`config.mk`:
```
export PLATFORM = sky130hd
export DESIGN_NAME = serial_frame_rx_flat
export DESIGN_NICKNAME = d
export VERILOG_FILES = /design/src/rtl/serial_frame_rx_if.sv /design/src/rtl/serial_frame_rx.sv /design/src/flat_wrapper.sv
export SDC_FILE = /design/constraint.sdc
export NUM_CORES = 1
export LEC_CHECK = 0
export ABC_CLOCK_PERIOD_IN_PS = 3770
export CORE_ASPECT_RATIO = 0.5
export CORE_MARGIN = 10
export CORE_UTILIZATION = 25
export DETAILED_ROUTE_END_ITERATION = 8
export GPL_TIMING_DRIVEN = 0
export HOLD_SLACK_MARGIN = 0.15
export PLACE_DENSITY = 0.47
export SETUP_SLACK_MARGIN = 0.1
export SLEW_MARGIN = 20
export SYNTH_ARGS = -nofsm -noshare
export SYNTH_HDL_FRONTEND = slang
export SYNTH_SLANG_ARGS = --single-unit
```
`constraint.sdc`:
```
create_clock -name clk -period 3.77 [get_ports clk]
set_clock_uncertainty 0.15 [all_clocks]
set_input_delay 0.5655 -clock clk [delete_from_list [all_inputs] [get_ports clk]]
set_output_delay 0.5655 -clock clk [all_outputs]
set_load 0.05 [all_outputs]
```
`src/rtl/serial_frame_rx_if.sv`:
```
// Sample-word handshake between serial_frame_rx (master) and its FIFO consumer (slave).
interface serial_frame_rx_if;
  logic [15:0] out_data;
  logic        out_first;
  logic        out_valid;
  logic        out_ready;

  modport master (output out_data, out_first, out_valid, input out_ready);
  modport slave  (input out_data, out_first, out_valid, output out_ready);
endinterface

```
`src/rtl/serial_frame_rx.sv`:
```
// Bit-synchronous deframer for paired 16-bit samples with a FWFT sample FIFO.
// Optional even-parity bit enabled by defining SERIAL_RX_PARITY_EN.
module serial_frame_rx #(
  parameter int FIFO_DEPTH = 8,
  parameter int HUNT_LEN   = 4
) (
  input  logic                        clk,
  input  logic                        reset,
  input  logic                        serial_in,
  serial_frame_rx_if.master           m_if,
  output logic [$clog2(FIFO_DEPTH):0] fifo_level,
  output logic                        frame_error,
  output logic                        overflow,
`ifdef SERIAL_RX_PARITY_EN
  output logic                        parity_error,
`endif
  input  logic                        clear_errors
);

  localparam int AW = $clog2(FIFO_DEPTH);
  localparam int LW = AW + 1;
  localparam int HW = $clog2(HUNT_LEN + 1);

  typedef enum logic [2:0] {HUNT, IDLE, DATA, PAR, STOP, PUSH} state_t;

  state_t        state_q, state_d;
  logic [1:0]    sync_q, sync_d;
  logic [HW-1:0] hunt_q, hunt_d;
  logic [4:0]    bit_q, bit_d;
  logic [31:0]   sr_q, sr_d;
  logic [AW-1:0] wr_q, wr_d, rd_q, rd_d;
  logic [LW-1:0] lvl_q, lvl_d, free;
  logic          ferr_q, ferr_d, ovf_q, ovf_d;
  logic          s, push, pop, ferr_set, ovf_set;
  logic [16:0]   push_word, head;
  logic [16:0]   mem_q [FIFO_DEPTH];
`ifdef SERIAL_RX_PARITY_EN
  logic          perr_q, perr_d, perr_set;
`endif

  assign s    = sync_q[1];
  assign free = LW'(FIFO_DEPTH) - lvl_q;
  assign pop  = m_if.out_valid && m_if.out_ready;

  always_comb begin
    state_d   = state_q;
    hunt_d    = '0;
    bit_d     = bit_q;
    sr_d      = sr_q;
    push      = 1'b0;
    push_word = '0;
    ferr_set  = 1'b0;
    ovf_set   = 1'b0;
`ifdef SERIAL_RX_PARITY_EN
    perr_set  = 1'b0;
`endif
    case (state_q)
      HUNT: begin
        if (s) begin
          if (hunt_q == HW'(HUNT_LEN - 1)) state_d = IDLE;
          else                             hunt_d  = hunt_q + HW'(1);
        end
      end
      IDLE: begin
        if (!s) begin
          state_d = DATA;
          bit_d   = '0;
        end
      end
      DATA: begin
        sr_d  = {sr_q[30:0], s};
        bit_d = bit_q + 5'd1;
`ifdef SERIAL_RX_PARITY_EN
        if (bit_q == 5'd31) state_d = PAR;
`else
        if (bit_q == 5'd31) state_d = STOP;
`endif
      end
`ifdef SERIAL_RX_PARITY_EN
      PAR: begin
        if ((^sr_q) ^ s) begin
          perr_set = 1'b1;
          state_d  = HUNT;
        end else begin
          state_d  = STOP;
        end
      end
`endif
      STOP: begin
        if (!s) begin
          ferr_set = 1'b1;
          state_d  = HUNT;
        end else if (free < LW'(2)) begin
          // Space for both words is reserved here so a frame is never split.
          ovf_set  = 1'b1;
          state_d  = IDLE;
        end else begin
          push      = 1'b1;
          push_word = {1'b1, sr_q[31:16]};
          state_d   = PUSH;
        end
      end
      PUSH: begin
        push      = 1'b1;
        push_word = {1'b0, sr_q[15:0]};
        if (!s) begin
          state_d = DATA;
          bit_d   = '0;
        end else begin
          state_d = IDLE;
        end
      end
      default: state_d = HUNT;
    endcase
  end

  always_comb begin
    sync_d = {sync_q[0], serial_in};
    wr_d   = push ? wr_q + AW'(1) : wr_q;
    rd_d   = pop  ? rd_q + AW'(1) : rd_q;
    lvl_d  = lvl_q + LW'(push) - LW'(pop);
    // A new error in the same cycle as clear_errors wins.
    ferr_d = ferr_set | (ferr_q & ~clear_errors);
    ovf_d  = ovf_set  | (ovf_q  & ~clear_errors);
`ifdef SERIAL_RX_PARITY_EN
    perr_d = perr_set | (perr_q & ~clear_errors);
`endif
  end

  always_ff @(posedge clk or negedge reset) begin
    if (!reset) begin
      state_q <= HUNT;
      sync_q  <= 2'b11;
      hunt_q  <= '0;
      bit_q   <= '0;
      sr_q    <= '0;
      wr_q    <= '0;
      rd_q    <= '0;
      lvl_q   <= '0;
      ferr_q  <= 1'b0;
      ovf_q   <= 1'b0;
`ifdef SERIAL_RX_PARITY_EN
      perr_q  <= 1'b0;
`endif
    end else begin
      state_q <= state_d;
      sync_q  <= sync_d;
      hunt_q  <= hunt_d;
      bit_q   <= bit_d;
      sr_q    <= sr_d;
      wr_q    <= wr_d;
      rd_q    <= rd_d;
      lvl_q   <= lvl_d;
      ferr_q  <= ferr_d;
      ovf_q   <= ovf_d;
`ifdef SERIAL_RX_PARITY_EN
      perr_q  <= perr_d;
`endif
    end
  end

  // Storage needs no reset; outputs are masked while the FIFO is empty.
  always_ff @(posedge clk) begin
    if (push) mem_q[wr_q] <= push_word;
  end

  assign head             = mem_q[rd_q];
  assign m_if.out_valid   = (lvl_q != '0);
  assign m_if.out_data    = m_if.out_valid ? head[15:0] : 16'h0000;
  assign m_if.out_first   = m_if.out_valid ? head[16]   : 1'b0;
  assign fifo_level       = lvl_q;
  assign frame_error      = ferr_q;
  assign overflow         = ovf_q;
`ifdef SERIAL_RX_PARITY_EN
  assign parity_error     = perr_q;
`endif

endmodule

```
`src/flat_wrapper.sv`:
```
// flat-port wrapper written by rule: the top's interface ports become plain ports
module serial_frame_rx_flat 
#(
  parameter int FIFO_DEPTH = 8,
  parameter int HUNT_LEN   = 4
)
  (clk, reset, serial_in, fifo_level, frame_error, overflow, clear_errors, m_if_out_data, m_if_out_first, m_if_out_valid, m_if_out_ready);
  serial_frame_rx_if m_if_i ();
  input  logic clk;
  input  logic reset;
  input  logic serial_in;
  output logic [$clog2(FIFO_DEPTH):0] fifo_level;
  output logic frame_error;
  output logic overflow;
  input  logic clear_errors;
  output wire logic [$bits(m_if_i.out_data)-1:0] m_if_out_data;
  output wire logic [$bits(m_if_i.out_first)-1:0] m_if_out_first;
  output wire logic [$bits(m_if_i.out_valid)-1:0] m_if_out_valid;
  input wire logic [$bits(m_if_i.out_ready)-1:0] m_if_out_ready;
  assign m_if_out_data = m_if_i.out_data;
  assign m_if_out_first = m_if_i.out_first;
  assign m_if_out_valid = m_if_i.out_valid;
  assign m_if_i.out_ready = m_if_out_ready;
  serial_frame_rx #(.FIFO_DEPTH(FIFO_DEPTH), .HUNT_LEN(HUNT_LEN)) u_core (.clk(clk), .reset(reset), .serial_in(serial_in), .m_if(m_if_i), .fifo_level(fifo_level), .frame_error(frame_error), .overflow(overflow), .clear_errors(clear_errors));
endmodule
```
# ---- Yosys cells after proc, flatten, opt, wreduce, memory -nomap -nowiden
# Memory sizes are Yosys's and may differ from the RTL's.
# Index checks and enable logic that the tools add are counted.
dict set report op_classes {
  addsub 7
  n_mul 0
  div_mod_pow 0
  order_cmp 1
  n_eq_ne 11
  shift 0
  n_mux 28
  bitwise_logic 5
  n_reduce_logical 7
}
# op n
set ops {}
lappend ops {{2-to-1 mux 17 bit} 2}
lappend ops {{case mux 17 bit (2 select lines)} 1}
lappend ops {{2-to-1 mux 3 bit} 9}
lappend ops {{2-to-1 mux 16 bit} 1}
lappend ops {{case mux 3 bit (5 select lines)} 1}
lappend ops {{2-to-1 mux 1 bit} 10}
lappend ops {{case mux 5 bit (2 select lines)} 1}
lappend ops {{adder 3 x 1 -> 3 bit (second input constant)} 3}
lappend ops {{== test 3 x 2 -> 1 bit (second input constant)} 2}
lappend ops {{== test 3 bit (second input constant)} 2}
lappend ops {{inequality test 2 x 1 -> 1 bit (second input constant)} 3}
lappend ops {{adder 5 x 1 -> 5 bit (second input constant)} 1}
lappend ops {{== test 5 bit (second input constant)} 1}
lappend ops {{2-to-1 mux 5 bit} 1}
lappend ops {{adder 4 x 1 -> 4 bit} 1}
lappend ops {{< comparator 4 x 2 -> 1 bit (second input constant)} 1}
lappend ops {{inequality test 2 bit (second input constant)} 2}
lappend ops {{AND reduction 4 bit} 1}
lappend ops {{nonzero test 4 bit} 1}
lappend ops {{subtractor 4 x 1 -> 4 bit} 1}
lappend ops {{subtractor 4 bit (first input constant)} 1}
lappend ops {{== test 3 x 1 -> 1 bit (second input constant)} 1}
lappend ops {{logical NOT 3 bit} 1}
lappend ops {{AND 1 bit} 2}
lappend ops {{8 further kinds} 9}
dict set report word_totals {
  regBits 57
  latchBits 0
  ram_bits 136
  mem_bits_ro 0
  in_bits 5
  output_inout_bits 24
  wordCells 70
  memories 1
}
# memory words word_bits read_ports rd_clocked_by_memory_dff wr line_no
set memory_table {}
lappend memory_table {u_core.mem_q 8 17 1 0 1 serial_frame_rx.sv:36} ;# logic [16:0] mem_q [FIFO_DEPTH];

# ---- Longest topological paths before layout
dict set report depth {
  ltp_word 7
  ltp_mapped 14
}

# ---- Worst setup path before layout
# OpenSTA, ideal clock, no wires.
dict set report synth_timing {
  path_kind {flip-flop to flip-flop}
  startpoint {register u_core.lvl_q[1], in the netlist u_core.fifo_level[1]}
  endpoint {memory u_core.mem_q[4][0], enable pin}
  arrival_time_ns 3.509
  required_time_ns 3.179
  setup_slack_ns -0.330
  stages_incl_launch_ff 8
  path_buffers 0
  path_cell_list {dfrtp_1 > inv_1 > ha_1 > nor2b_1 > xnor2_1 > a21oi_4 > nor2_2 > nor4b_1}
}
dict set report synth_between {
  elab_chain_cells 7
}
# element line_no
set synth_lines {}
lappend synth_lines {{from (decl)} serial_frame_rx.sv:32} ;# logic [LW-1:0] lvl_q, lvl_d, free;
lappend synth_lines {{from (signal assigned)} serial_frame_rx.sv:153} ;# lvl_q <= lvl_d;
lappend synth_lines {{subtractor 4 bit} serial_frame_rx.sv:42} ;# assign free = LW'(FIFO_DEPTH) - lvl_q;
lappend synth_lines {{< comparator 4 x 2 -> 1 bit} serial_frame_rx.sv:93} ;# end else if (free < LW'(2)) begin
lappend synth_lines {{2-to-1 mux 1 bit} serial_frame_rx.sv:93}
lappend synth_lines {{2-to-1 mux 1 bit} serial_frame_rx.sv:90} ;# if (!s) begin
lappend synth_lines {{case mux 1 bit (2 select lines)} serial_frame_rx.sv:57} ;# case (state_q)
lappend synth_lines {{2-to-1 mux 1 bit} serial_frame_rx.sv:164} ;# if (push) mem_q[wr_q] <= push_word;
lappend synth_lines {{2-to-1 mux 1 bit (implied by the code)} serial_frame_rx.sv:164}
lappend synth_lines {{to (decl)} serial_frame_rx.sv:36}
# No other way between the ends.

# ---- Worst setup path in the final report
dict set report layout_timing {
  startpoint {register u_core.rd_q[0]}
  endpoint {output port m_if_out_data[2]}
}
dict set report layout_between {
  elab_chain_cells 2
}
# element line_no
set layout_lines {}
lappend layout_lines {{from (decl)} serial_frame_rx.sv:31} ;# logic [AW-1:0] wr_q, wr_d, rd_q, rd_d;
lappend layout_lines {{from (signal assigned)} serial_frame_rx.sv:152} ;# rd_q <= rd_d;
lappend layout_lines {{memory read (8 x 17 bit)} -}
lappend layout_lines {{2-to-1 mux 16 bit} serial_frame_rx.sv:169} ;# assign m_if.out_data = m_if.out_valid ? head[15:0] : 16'h0000;
lappend layout_lines {{to (decl)} flat_wrapper.sv:16} ;# output wire logic [$bits(m_if_i.out_data)-1:0] m_if_out_data;
# No other way between the ends.

==> results.json <==
{
  "status": "finished, final reports clean",
  "syn_inst": 432,
  "numCtsBuffers": 17,
  "clk_latency_ns": 0.44,
  "end_kind": "output port",
  "ys.flop_type": "edfxtp_1",
  "power.density_nw_per_um2": 734,
  "clock_path_buffers": 2,
  "ys_ff_latch": 193,
  "fin_cells": 930,
  "fin_ws_ns": 0.261,
  "hp-class": "reg -> reg",
  "synth_area_leaders": "edfxtp_1, dfrtp_1, mux4_2, mux2_2, mux2i_1",
  "final_max_slew_viol_count": 0,
  "setup_tns_ns": 0,
  "synth_seq_area_share_pct": 70.2,
  "p_seq_share_pct": 37.2,
  "io_buffers": 28,
  "initial_core_util_pct": 25.6,
  "drive_gt1_share_pct": 29.0,
  "rsz0062_at_grt": "no",
  "antenna_left": 0,
  "yosysWarningCount": 0,
  "grt_first_pass_wirelength_um": 25800,
  "p_total_mw": 7.00,
  "synth_edf_count": 136,
  "die_w_um": 271,
  "maxSlewHeadroom_pct": 47.6,
  "routedWlPerCell_um": 17.9,
  "num_vias": 3998,
  "htreeDepth": 4,
  "p_leak_nw": 3.69,
  "via_per_inst": 4.30,
  "clockRootBuffer": "clkbuf_16",
  "syn-num-nets": 450,
  "worst_slew_pin_slew_ns": 0.784,
  "core_um2": 30600,
  "swShare_pct": 37.0,
  "worstPathMaxFanout": 10,
  "cp-start-kind": "register",
  "p_int_mw": 4.41,
  "async_flop_share_pct": 29.5,
  "timing.final.hold_violations": 0,
  "ys_types": 42,
  "synth_top_cell_by_area": "edfxtp_1",
  "grt_pass1_vias": 4149,
  "cts_tree": "yes",
  "gr-total-overflow": 0,
  "drv_cap": 0,
  "clkSinkCount": 193,
  "crit_type": "reg -> out",
  "synth_area_um2": 7850,
  "n_antenna_cell": 0,
  "nets": 512,
  "p_comb_share_pct": 36.4,
  "fillers": 3017,
  "grt_max_degree": 52,
  "dr.pass1.iters": 4,
  "drt_first_iter_violations": 254,
  "drc": 0,
  "avgSynthCellArea_um2": 18.2,
  "required_ns": 3.05,
  "clk_transition_reported_paths_ns": 0.08,
  "grt_usage_pct": 8.58,
  "finalSetupViolations": 0,
  "syn2layout_area_growth_pct": 21.6,
  "post_dp_cell_area_um2": 8880,
  "synth_top_area_share_pct": 52.0,
  "period_needed_ns": 3.51,
  "io_pins": 29,
  "gp_congestion": 0.677,
  "antenna_found_initial": 0,
  "fp-row-count": 45,
  "fmax_mhz": 285,
  "period_share_pct": 93.1,
  "post-dp-hpwl_um": 11300,
  "clkPwrFrac_pct": 26.4,
  "die_h_um": 145,
  "ir_drop_mv": 0.253,
  "dp_cells": 898,
  "p_switching_mw": 2.59,
  "wl_um": 16600,
  "arrival_ns": 2.79,
  "dp_slack_ns": 0.0876,
  "fin_area_um2": 9550,
  "die_area_um2": 39300
}
-- stage by stage --
stage	hold slack (ns)	utilization, %
6_report	0.210	31.2
5_1_grt	0.221	31.2
4_1_cts	0.210	31.1
2_1_floorplan	0.120	-
3_3_place_gp	0.196	28.3
3_5_place_dp	0.198	29.0
-- logic make-up (layout without fill, tap and decap cells) --
family	after synthesis	after routing	synth area share [%]
adder cells (fa/ha/maj)	13	13	2.17
multiplexers	85	85	16.8
AO/OA/AOI/OAI	30	30	3.33
buffers and inverters	38	113	2.25
AND/OR/NAND/NOR	62	62	4.00
XOR/XNOR	11	11	1.23
flip-flops	193	193	70.2
-- worst paths after layout --
check                                               start                              to  slack, ns  depth (start not counted)
setup / recovery               u_core.rd_q[0]$_DFFE_PN0P_                m_if_out_data[2]       0.26                          6
hold / removal                 u_core.sync_q[0]$_DFF_PN1_      u_core.sync_q[1]$_DFF_PN1_       0.21                          0
setup reg to reg           u_core.fifo_level[1]$_DFF_PN0_  u_core.fifo_level[2]$_DFF_PN0_       0.92                         12
hold reg to reg                u_core.sync_q[0]$_DFF_PN1_      u_core.sync_q[1]$_DFF_PN1_       0.21                          0
max in group asynchronous                           reset      u_core.sync_q[1]$_DFF_PN1_       2.63                          3
min in group asynchronous                           reset  u_core.fifo_level[3]$_DFF_PN0_       0.34                          2
-- Yosys cell counts (3+ instances only) --
library cell    n
nor3b_1         3
mux2i_1        17
buf_6           3
mux4_2         34
xor2_1          4
clkbuf_1       11
buf_2           9
mux2_2         33
ha_1           12
nor3_1          3
dfrtp_1        55
a32o_1         16
edfxtp_1      136
xnor2_1         7
a21oi_1         3
inv_1          13
nor2_1         33
nand2_1         7
-- layout make-up --
class	count	area, µm²	share of cell area (%)
Tap cell	423	529	5.54
Timing Repair Buffer	44	465	4.88
Inverter	13	48.8	0.511
Clock inverter	14	185	1.94
Buffer	24	144	1.51
Sequential cell	193	5510	57.7
Multi-Input combinational cell	201	2230	23.4
Clock buffer	18	429	4.50
-- worst max-delay path: stages (launching register included) --
cell             delay, ns
dfrtp_1               0.35
buf_2                 0.26
buf_4                 0.32
mux4_2                0.53
mux2i_1               0.14
nor2_1                0.06
clkdlybuf4s50_1       0.71
-- state kept, by name (all words and copies together) (netlist names), 2 cells and up --
name	cells
u_core.bit_q	5
u_core.fifo_level	4
u_core.hunt_q	3
u_core.mem_q	136
u_core.rd_q	3
u_core.sr_q	32
u_core.state_q	3
u_core.sync_q	2
u_core.wr_q	3
-- metal layers --
layer | up-vias | global-route usage, % | share of wire [%]
li1 | 1812 | - | -
met1 | 2130 | 11.6 | 50
met2 | 44 | 13.5 | 47
met3 | 12 | 1.56 | 1.9
met4 | 0 | 3.09 | 1.0
met5 | - | 0 | 0
-- power groups by stage --
stage          Clock (mW)  Combinational [mW]  Sequential, mW
2_1_floorplan           0                1.79            2.67
3_3_place_gp            0                2.64            2.61
3_5_place_dp            0                2.66            2.62
4_1_cts              1.89                2.63            2.61
5_1_grt              1.97                2.76            2.63
6_report             1.85                2.55            2.60
-- placed cells by master (no fill, tap or decap), types with 4 or more instances in the layout --
master	Yosys	layout
inv_8	0	5
nand2_1	7	7
buf_2	9	7
buf_6	3	6
a32o_1	16	16
dlymetal6s2s_1	0	12
clkbuf_1	11	6
clkbuf_16	0	17
mux2_2	33	33
edfxtp_1	136	136
nor2_1	33	32
clkdlybuf4s50_1	0	12
mux4_2	34	34
xnor2_1	7	7
buf_4	0	14
xor2_1	4	4
ha_1	12	12
dfrtp_1	55	55
clkinv_8	0	4
mux2i_1	17	17
inv_1	13	13
-- timing repair --
item,CTS,global route
hold buffers,1,0
hold endpoints to repair,55,0
pin swaps,0,0
setup buffers,0,0
setup endpoints to repair,17,12
gates resized for setup,13,14
Note: power is estimated with default switching activity, not from simulation.
